## config.mk

```make
export PLATFORM = sky130hd
export DESIGN_NAME = pipeline_ctrl_flat
export DESIGN_NICKNAME = d
export VERILOG_FILES = /design/src/rtl/pipeline_ctrl_if.sv /design/src/rtl/pipeline_ctrl.sv /design/src/flat_wrapper.sv
export SDC_FILE = /design/constraint.sdc
export NUM_CORES = 1
export LEC_CHECK = 0
export CORE_ASPECT_RATIO = 1.2
export CORE_MARGIN = 2
export CORE_UTILIZATION = 30
export DETAILED_ROUTE_END_ITERATION = 16
export PLACE_DENSITY_LB_ADDON = 0.25
export SYNTH_ARGS = -nofsm -noshare
export SYNTH_HDL_FRONTEND = slang
export SYNTH_SLANG_ARGS = --single-unit
export TNS_END_PERCENT = 30
```

## constraint.sdc

```tcl
create_clock -name clk -period 2.3 [get_ports clk]
set_input_delay 0.46 -clock clk [delete_from_list [all_inputs] [get_ports clk]]
set_output_delay 0.46 -clock clk [all_outputs]
set_load 0.005 [all_outputs]
```

## src/rtl/pipeline_ctrl_if.sv

```systemverilog
// Control bundle between the pipeline datapath (master) and the stall/flush
// sequencer (slave): hazard/readiness inputs plus stage enables and flushes.
interface pipeline_ctrl_if #(
  parameter int REG_ADDR_W = 4
);
  logic                  idex_memread;
  logic [REG_ADDR_W-1:0] idex_rd;
  logic [REG_ADDR_W-1:0] ifid_rs;
  logic [REG_ADDR_W-1:0] ifid_rt;
  logic                  ifid_uses_rt;
  logic                  branch_taken;
  logic                  hlt_id;
  logic                  imem_ready;
  logic                  exmem_memaccess;
  logic                  dmem_ready;

  logic                  pc_wen;
  logic                  ifid_wen;
  logic                  idex_wen;
  logic                  exmem_wen;
  logic                  memwb_wen;
  logic                  ifid_flush;
  logic                  idex_flush;
  logic                  memwb_flush;
  logic                  halted;
  logic                  mem_err;
  logic [15:0]           stall_cnt;

  modport master (
    output idex_memread, idex_rd, ifid_rs, ifid_rt, ifid_uses_rt,
           branch_taken, hlt_id, imem_ready, exmem_memaccess, dmem_ready,
    input  pc_wen, ifid_wen, idex_wen, exmem_wen, memwb_wen,
           ifid_flush, idex_flush, memwb_flush, halted, mem_err, stall_cnt
  );

  modport slave (
    input  idex_memread, idex_rd, ifid_rs, ifid_rt, ifid_uses_rt,
           branch_taken, hlt_id, imem_ready, exmem_memaccess, dmem_ready,
    output pc_wen, ifid_wen, idex_wen, exmem_wen, memwb_wen,
           ifid_flush, idex_flush, memwb_flush, halted, mem_err, stall_cnt
  );
endinterface

```

## src/rtl/pipeline_ctrl.sv

```systemverilog
// Stall/flush sequencer for the 5-stage pipeline: hazards, halt drain, dmem watchdog.
// Optional stall-cycle counter built only when PIPE_PERF_CNT_EN is defined.
module pipeline_ctrl #(
  parameter int REG_ADDR_W   = 4,
  parameter int HALT_DRAIN   = 3,
  parameter int DMEM_TIMEOUT = 15
) (
  input  logic            clk,
  input  logic            rst,
  pipeline_ctrl_if.slave  ctl
);

  typedef enum logic [1:0] {RUN, DRAIN, HALTED} state_e;

  state_e     state_q, state_d;
  logic [2:0] drain_cnt_q, drain_cnt_d;
  logic [7:0] wait_cnt_q, wait_cnt_d;
  logic       mem_err_q, mem_err_d;
  logic       halted_q, halted_d;

  logic [REG_ADDR_W-1:0] rd;
  logic dmem_stall, load_use;
  logic pc_wen, ifid_wen, idex_wen, exmem_wen, memwb_wen;
  logic ifid_flush, idex_flush, memwb_flush;

  assign rd         = ctl.idex_rd;
  assign dmem_stall = ctl.exmem_memaccess & ~ctl.dmem_ready;
  assign load_use   = ctl.idex_memread & (rd != '0) &
                      ((rd == ctl.ifid_rs) | (ctl.ifid_uses_rt & (rd == ctl.ifid_rt)));

  always_comb begin
    state_d     = state_q;
    drain_cnt_d = drain_cnt_q;
    pc_wen      = 1'b1;
    ifid_wen    = 1'b1;
    idex_wen    = 1'b1;
    exmem_wen   = 1'b1;
    memwb_wen   = 1'b1;
    ifid_flush  = 1'b0;
    idex_flush  = 1'b0;
    memwb_flush = 1'b0;
    if (rst) begin
      pc_wen = 1'b0; ifid_wen = 1'b0; idex_wen = 1'b0; exmem_wen = 1'b0; memwb_wen = 1'b0;
      ifid_flush = 1'b1; idex_flush = 1'b1; memwb_flush = 1'b1;
    end else if (state_q == HALTED) begin
      pc_wen = 1'b0; ifid_wen = 1'b0; idex_wen = 1'b0; exmem_wen = 1'b0; memwb_wen = 1'b0;
    end else if (dmem_stall) begin
      // Freeze everything upstream of MEM; bubble into WB. Drain count holds.
      pc_wen = 1'b0; ifid_wen = 1'b0; idex_wen = 1'b0; exmem_wen = 1'b0;
      memwb_flush = 1'b1;
    end else if (state_q == DRAIN) begin
      pc_wen     = 1'b0;
      ifid_flush = 1'b1;
      if (drain_cnt_q == 3'd0) state_d = HALTED;
      else                     drain_cnt_d = drain_cnt_q - 3'd1;
    end else if (load_use) begin
      // Branch/HLT in ID are simply re-seen next cycle once the load resolves.
      pc_wen     = 1'b0;
      ifid_wen   = 1'b0;
      idex_flush = 1'b1;
    end else if (ctl.branch_taken) begin
      ifid_flush = 1'b1;
    end else if (ctl.hlt_id) begin
      pc_wen      = 1'b0;
      ifid_flush  = 1'b1;
      state_d     = DRAIN;
      drain_cnt_d = 3'(HALT_DRAIN);
    end else if (!ctl.imem_ready) begin
      pc_wen     = 1'b0;
      ifid_flush = 1'b1;
    end
  end

  always_comb begin
    wait_cnt_d = 8'd0;
    if (dmem_stall) wait_cnt_d = (wait_cnt_q == 8'hFF) ? wait_cnt_q : wait_cnt_q + 8'd1;
    mem_err_d = mem_err_q | (wait_cnt_q >= 8'(DMEM_TIMEOUT));
    halted_d  = (state_d == HALTED);
  end

  always_ff @(posedge clk or posedge rst) begin
    if (rst) begin
      state_q     <= RUN;
      drain_cnt_q <= 3'd0;
      wait_cnt_q  <= 8'd0;
      mem_err_q   <= 1'b0;
      halted_q    <= 1'b0;
    end else begin
      state_q     <= state_d;
      drain_cnt_q <= drain_cnt_d;
      wait_cnt_q  <= wait_cnt_d;
      mem_err_q   <= mem_err_d;
      halted_q    <= halted_d;
    end
  end

`ifdef PIPE_PERF_CNT_EN
  logic [15:0] stall_cnt_q, stall_cnt_d;

  always_comb begin
    stall_cnt_d = stall_cnt_q;
    if ((state_q != HALTED) && !pc_wen && (stall_cnt_q != 16'hFFFF))
      stall_cnt_d = stall_cnt_q + 16'd1;
  end

  always_ff @(posedge clk or posedge rst) begin
    if (rst) stall_cnt_q <= 16'd0;
    else     stall_cnt_q <= stall_cnt_d;
  end

  assign ctl.stall_cnt = stall_cnt_q;
`else
  assign ctl.stall_cnt = 16'h0000;
`endif

  assign ctl.pc_wen      = pc_wen;
  assign ctl.ifid_wen    = ifid_wen;
  assign ctl.idex_wen    = idex_wen;
  assign ctl.exmem_wen   = exmem_wen;
  assign ctl.memwb_wen   = memwb_wen;
  assign ctl.ifid_flush  = ifid_flush;
  assign ctl.idex_flush  = idex_flush;
  assign ctl.memwb_flush = memwb_flush;
  assign ctl.halted      = halted_q;
  assign ctl.mem_err     = mem_err_q;

endmodule

```

## src/flat_wrapper.sv

```systemverilog
// flat-port wrapper written by rule: the top's interface ports become plain ports
module pipeline_ctrl_flat 
#(
  parameter int REG_ADDR_W   = 4,
  parameter int HALT_DRAIN   = 3,
  parameter int DMEM_TIMEOUT = 15
)
  (clk, rst, ctl_idex_memread, ctl_idex_rd, ctl_ifid_rs, ctl_ifid_rt, ctl_ifid_uses_rt, ctl_branch_taken, ctl_hlt_id, ctl_imem_ready, ctl_exmem_memaccess, ctl_dmem_ready, ctl_pc_wen, ctl_ifid_wen, ctl_idex_wen, ctl_exmem_wen, ctl_memwb_wen, ctl_ifid_flush, ctl_idex_flush, ctl_memwb_flush, ctl_halted, ctl_mem_err, ctl_stall_cnt);
  pipeline_ctrl_if #(.REG_ADDR_W(REG_ADDR_W)) ctl_i ();
  input  logic clk;
  input  logic rst;
  input wire logic [$bits(ctl_i.idex_memread)-1:0] ctl_idex_memread;
  input wire logic [$bits(ctl_i.idex_rd)-1:0] ctl_idex_rd;
  input wire logic [$bits(ctl_i.ifid_rs)-1:0] ctl_ifid_rs;
  input wire logic [$bits(ctl_i.ifid_rt)-1:0] ctl_ifid_rt;
  input wire logic [$bits(ctl_i.ifid_uses_rt)-1:0] ctl_ifid_uses_rt;
  input wire logic [$bits(ctl_i.branch_taken)-1:0] ctl_branch_taken;
  input wire logic [$bits(ctl_i.hlt_id)-1:0] ctl_hlt_id;
  input wire logic [$bits(ctl_i.imem_ready)-1:0] ctl_imem_ready;
  input wire logic [$bits(ctl_i.exmem_memaccess)-1:0] ctl_exmem_memaccess;
  input wire logic [$bits(ctl_i.dmem_ready)-1:0] ctl_dmem_ready;
  output wire logic [$bits(ctl_i.pc_wen)-1:0] ctl_pc_wen;
  output wire logic [$bits(ctl_i.ifid_wen)-1:0] ctl_ifid_wen;
  output wire logic [$bits(ctl_i.idex_wen)-1:0] ctl_idex_wen;
  output wire logic [$bits(ctl_i.exmem_wen)-1:0] ctl_exmem_wen;
  output wire logic [$bits(ctl_i.memwb_wen)-1:0] ctl_memwb_wen;
  output wire logic [$bits(ctl_i.ifid_flush)-1:0] ctl_ifid_flush;
  output wire logic [$bits(ctl_i.idex_flush)-1:0] ctl_idex_flush;
  output wire logic [$bits(ctl_i.memwb_flush)-1:0] ctl_memwb_flush;
  output wire logic [$bits(ctl_i.halted)-1:0] ctl_halted;
  output wire logic [$bits(ctl_i.mem_err)-1:0] ctl_mem_err;
  output wire logic [$bits(ctl_i.stall_cnt)-1:0] ctl_stall_cnt;
  assign ctl_i.idex_memread = ctl_idex_memread;
  assign ctl_i.idex_rd = ctl_idex_rd;
  assign ctl_i.ifid_rs = ctl_ifid_rs;
  assign ctl_i.ifid_rt = ctl_ifid_rt;
  assign ctl_i.ifid_uses_rt = ctl_ifid_uses_rt;
  assign ctl_i.branch_taken = ctl_branch_taken;
  assign ctl_i.hlt_id = ctl_hlt_id;
  assign ctl_i.imem_ready = ctl_imem_ready;
  assign ctl_i.exmem_memaccess = ctl_exmem_memaccess;
  assign ctl_i.dmem_ready = ctl_dmem_ready;
  assign ctl_pc_wen = ctl_i.pc_wen;
  assign ctl_ifid_wen = ctl_i.ifid_wen;
  assign ctl_idex_wen = ctl_i.idex_wen;
  assign ctl_exmem_wen = ctl_i.exmem_wen;
  assign ctl_memwb_wen = ctl_i.memwb_wen;
  assign ctl_ifid_flush = ctl_i.ifid_flush;
  assign ctl_idex_flush = ctl_i.idex_flush;
  assign ctl_memwb_flush = ctl_i.memwb_flush;
  assign ctl_halted = ctl_i.halted;
  assign ctl_mem_err = ctl_i.mem_err;
  assign ctl_stall_cnt = ctl_i.stall_cnt;
  pipeline_ctrl #(.REG_ADDR_W(REG_ADDR_W), .HALT_DRAIN(HALT_DRAIN), .DMEM_TIMEOUT(DMEM_TIMEOUT)) u_core (.clk(clk), .rst(rst), .ctl(ctl_i));
endmodule
```

### Word-level counts from Yosys, hierarchy flattened

Index checks and enable logic that the tools add are counted.

* register bits: 15
* bits of input ports: 21
* output and inout port bits: 26
* logic and storage cells: 81

* add/subtract/negate cells: 2
* $lt $le $gt $ge: 1
* equality and inequality tests: 10
* multiplexer cells: 49
* bitwise gates (word level): 10
* reduce and logical (&&, ||, !) cells: 4

Operator list (count)
* 1-bit two-way mux: 34
* 2-bit two-way mux: 8
* 8-bit two-way mux: 2
* 3-bit two-way mux: 5
* 8-bit by 1-bit adder with 8-bit output (second input constant): 1
* 4-bit equality test: 2
* 8-bit equality test (second input constant): 1
* 8-bit by 4-bit greater-or-equal comparator with 1-bit output (second input constant): 1
* 7-bit AND reduction: 1
* 2-bit != test (second input constant): 3
* 1-bit AND: 4
* 2-bit equality test (second input constant): 2
* 1-bit inverter: 4
* 4-bit nonzero test: 1
* 3-bit zero test: 1
* 3-bit by 1-bit subtractor with 3-bit output (second input constant): 1
* 2-bit by 1-bit equality test with 1-bit output (second input constant): 1
* 2-bit by 1-bit != test with 1-bit output (second input constant): 1
* 1-bit OR: 2
* 2-bit nonzero test: 1

### Depth between registers and ports, before layout

* depth in word-level cells: 10
* mapped depth: 7
* mapped depth without buffers: 7

### Worst setup path before layout

No wires, ideal clock.

* kind: in2out
* from: input port ctl_idex_rd[0]
* to: output port ctl_ifid_flush
* arrival: 1743 ps
* data required time: 1840 ps
* setup slack: 97 ps
* stages: 5
* buffers on the path: 0
* cell sequence: o41a_1 and3_4 a22o_1 a2111oi_2 a211o_1

* longest elaborated chain between the ends: 9
* elaborated cells between the ends (all ways): 12
* classes of those cells: eq/ne (2); mux (5); bitwise (4); reduce/logical (1)

Ends and longest elaborated chain
* start: declaration: RTL line flat_wrapper.sv:13 `input wire logic [$bits(ctl_i.idex_rd)-1:0] ctl_idex_rd;`
* 4-bit equality test: RTL line pipeline_ctrl.sv:29 `((rd == ctl.ifid_rs) | (ctl.ifid_uses_rt & (rd == ctl.ifid_rt)));`
* 1-bit AND: RTL line pipeline_ctrl.sv:29
* 1-bit OR: RTL line pipeline_ctrl.sv:29
* 1-bit AND *: RTL line pipeline_ctrl.sv:28 `assign load_use = ctl.idex_memread & (rd != '0) &`
* 1-bit two-way mux *: RTL line pipeline_ctrl.sv:56 `end else if (load_use) begin`
* 1-bit two-way mux *: RTL line pipeline_ctrl.sv:51 `end else if (state_q == DRAIN) begin`
* 1-bit two-way mux *: RTL line pipeline_ctrl.sv:47 `end else if (dmem_stall) begin`
* 1-bit two-way mux *: RTL line pipeline_ctrl.sv:45 `end else if (state_q == HALTED) begin`
* 1-bit two-way mux *: RTL line pipeline_ctrl.sv:42 `if (rst) begin`
* end: declaration: RTL line flat_wrapper.sv:27 `output wire logic [$bits(ctl_i.ifid_flush)-1:0] ctl_ifid_flush;`

Mark *: on every way between the ends. The rest lies on a longest branch, timed or not.

### Worst setup path in the final report

* from: input port ctl_idex_rd[2]
* to: output port ctl_ifid_flush

Same word-level chain as after synthesis.

==> metrics <==
drt pass-1 iters 5; clock period minus worst slack roughly 2.4 ns; share of cells above drive strength 1 roughly a quarter; Distinct cells, synth 36; Final WS setup -0.0877 ns; nets roughly 210; DP Cell Count 212; GPL Wtd Cong 0.825; CP max FO 3; CTS tree done; clock skew around 0.00056 ns; CTS sink count 15; largest net degree at the start of global routing 17; worst r2r path cells 8; Setup WS pre-CTS -0.864 ns; LEAKAGE 0.844 nW; Initial Util a little under a third; Slew Viols, Final 0; Period Utilization, post-route 104%; hold depth 2; row cnt 24; htree depth 1; Setup crit start kind input port; FF-to-FF End u_core.drain_cnt_q[0]; register bit count reported by yosys 15; WP data required 1.84 ns; port bufs 30; grt total ovfl 0; Final HPWL DP roughly 2.1 mm; Avg Inst Size Synth about 8.6 um^2; full die area 4190 um^2; Synth Cell Area 1110 um^2; die height between 70 and 80 um; Core Box Area ~3600 um^2; sequential-to-total area share from yosys stat approximately 34%; Layout Area Growth over Synthesis 51.9%; failing checks negative setup slack; routed wire length about 2.8 mm; max cap viols 0; hold crit path type reg2reg; Max Clock Freq 419 MHz; final hold viol count 0; Vias around 1,100; setup slack, reg-to-reg approximately 0.70 ns; Root Driver clkbuf_8; endpoints failing setup 1; Cell Pwr Density roughly 600 nW/um^2; Antenna diodes 0; Peak VDD IR 0.218 mV; Min-Delay Endpoint u_core.ctl.mem_err; Horiz. Die Dim approximately 60 um; IO Pins 47; non-filler instance count after layout about 220; Remaining DRCs 0; Filler Cells Inserted about 370; setup TNS -0.0877 ns; Yosys warning count 0; arrival time at the worst endpoint about 1.9 ns; clock buffer depth 2; CP Capture Type output pin; DRT antenna net count 0; first-pass GRT wire length about 4.4 mm; min-delay src u_core.ctl.mem_err; clock-pin slew on the worst setup and hold paths roughly 0.060 ns; vias in the first global route just over 1,000; RSZ-0062 raised after global routing true; Final Core Density between 40% and 50%; critical path class in2out; Initial DRC Count 37; Worst-Skew Late Latency 0.25 ns; gate count of the mapped netlist between 100 and 150; reg2reg start u_core.state_q[0]; DR vias/cell roughly 4.7; outcome finished, violations left; wire per inst around 12 um; CTS buffer count 3; GRT Overall Usage 13.5%; initial antenna violation count 0
synthesized netlist by cell type:
cell / count / share of area [%]
conb_1: 1 / 0.34
xor2_1: 9 / 7.1
mux2i_1: 2 / 1.8
a221oi_2: 1 / 1.4
a211o_1: 1 / 0.79
o41a_1: 1 / 1.0
nor3_1: 3 / 1.4
nor3b_1: 1 / 0.68
buf_4: 17 / 12
a2111oi_2: 1 / 1.4
a31oi_1: 3 / 1.7
a21oi_1: 4 / 1.8
nor4_1: 3 / 1.7
a211oi_1: 1 / 0.68
or3_1: 1 / 0.57
a22o_1: 1 / 0.79
inv_1: 6 / 2.0
nand4_1: 1 / 0.57
xnor2_1: 1 / 0.79
o31ai_1: 1 / 0.68
o31a_1: 1 / 0.79
o21ai_1: 3 / 1.4
dfrtp_1: 15 / 34
nand2_1: 7 / 2.4
nand2b_1: 4 / 2.3
a22oi_1: 2 / 1.4
ha_1: 3 / 3.4
clkbuf_1: 2 / 0.68
a41o_1: 1 / 0.90
nand3_1: 6 / 2.7
nor2_1: 14 / 4.7
nor2b_1: 4 / 2.3
and3_4: 1 / 1.0
o21ai_0: 5 / 2.3
or2_2: 1 / 0.57
o2bb2ai_1: 1 / 0.79
cell families after synthesis:
family | Yosys count | synth area share, %
AO/OA/AOI/OAI | 27 | 17.6
flip-flops | 15 | 33.9
buffers and inverters | 25 | 14.2
other | 1 | 0.339
multiplexers | 2 | 1.81
XOR/XNOR | 10 | 7.91
adder cells (fa/ha/maj) | 3 | 3.39
AND/OR/NAND/NOR | 46 | 20.8
what timing repair did:
item | 4_1_cts | 5_1_grt
hold buffers | 0 | 0
resized for setup | 36 | 20
setup buffers | 2 | 5
pin swaps | 9 | 10
setup endpoints to repair | 7 | 5
cell usage in the layout, fill, tap and decap left out, types with 2 or more instances in the layout:
cell type        netlist  layout
xor2_1                 9       7
dlygate4sd2_1          0       4
nand2_1                7       7
dfrtp_1               15      15
buf_2                  0       4
buf_4                 17      22
clkbuf_8               0       3
nor3_1                 3       2
buf_6                  0       4
a31oi_1                3       3
a22oi_1                2       2
o21ai_0                5       5
conb_1                 1      16
clkbuf_2               0       3
o21ai_1                3       3
nand2b_1               4       3
inv_1                  6       6
xor2_2                 0       2
nor2b_1                4       4
mux2i_1                2       2
ha_1                   3       3
nand3_1                6       5
a21oi_1                4       3
nor2_1                14      14
clkdlybuf4s50_1        0      10
dlymetal6s2s_1         0       8
power by group:
| part | switching [mW] | leakage (nW) | internal (mW) |
|---|---|---|---|
| Combinational | 0.206 | 0.630 | 0.206 |
| Clock | 0.0948 | 0.0228 | 0.123 |
| Sequential | 0.0526 | 0.191 | 0.314 |
sequential cells by signal (all words and copies together), names as in the netlist:
signal and flops:
u_core.drain_cnt_q 3, u_core.wait_cnt_q 8, u_core.state_q 2, u_core.ctl.mem_err 1
u_core.ctl.halted 1
area by class of cell:
type / instances / area, um^2 / area share [%]
repair buffers: 55 / 480 / 28.6
clock buffers: 4 / 45.0 / 2.68
well taps: 39 / 48.8 / 2.90
multi-input cells: 104 / 709 / 42.2
flip-flops and latches: 15 / 375 / 22.3
inverters: 6 / 22.5 / 1.34
worst max-delay path, cell delays in order:
cell and delay, ns:
buf_6 0.09, o41a_1 0.43, buf_4 0.15, a22o_4 0.27, a2111oi_4 0.27, a211o_1 0.15
buf_2 0.11
how the worst max path moves through the flow:
stage / start / to / slack, ns
after CTS: ctl_ifid_rs[1] / ctl_ifid_flush / -0.12
after global placement: ctl_idex_rd[0] / ctl_ifid_flush / -0.82
after detailed placement: ctl_idex_rd[0] / ctl_ifid_flush / -0.86
after floorplan: ctl_idex_rd[0] / ctl_ifid_flush / 0.1
final: ctl_idex_rd[2] / ctl_ifid_flush / -0.09
after global routing: ctl_idex_rd[2] / ctl_ifid_flush / -0.15
metrics by stage:
stage / area, um^2 / hold slack (ns) / power [mW]
after floorplan: 1160 / 0.375 / 0.601
after global placement: 1510 / 0.464 / 0.745
after detailed placement: 1510 / 0.483 / 0.759
after CTS: 1610 / 0.500 / 0.985
after global routing: 1680 / 0.534 / 1.06
final: 1680 / 0.486 / 0.995
per-layer routing:
metal / vias up / track usage, % / share of wire (%)
met5: - / 0 / 0
li1: 526 / - / -
met4: 0 / 4.55 / 1.3
met3: 5 / 3.66 / 5.7
met2: 36 / 23.4 / 53
met1: 490 / 15.4 / 40
Power figures use the tool's default switching activity.
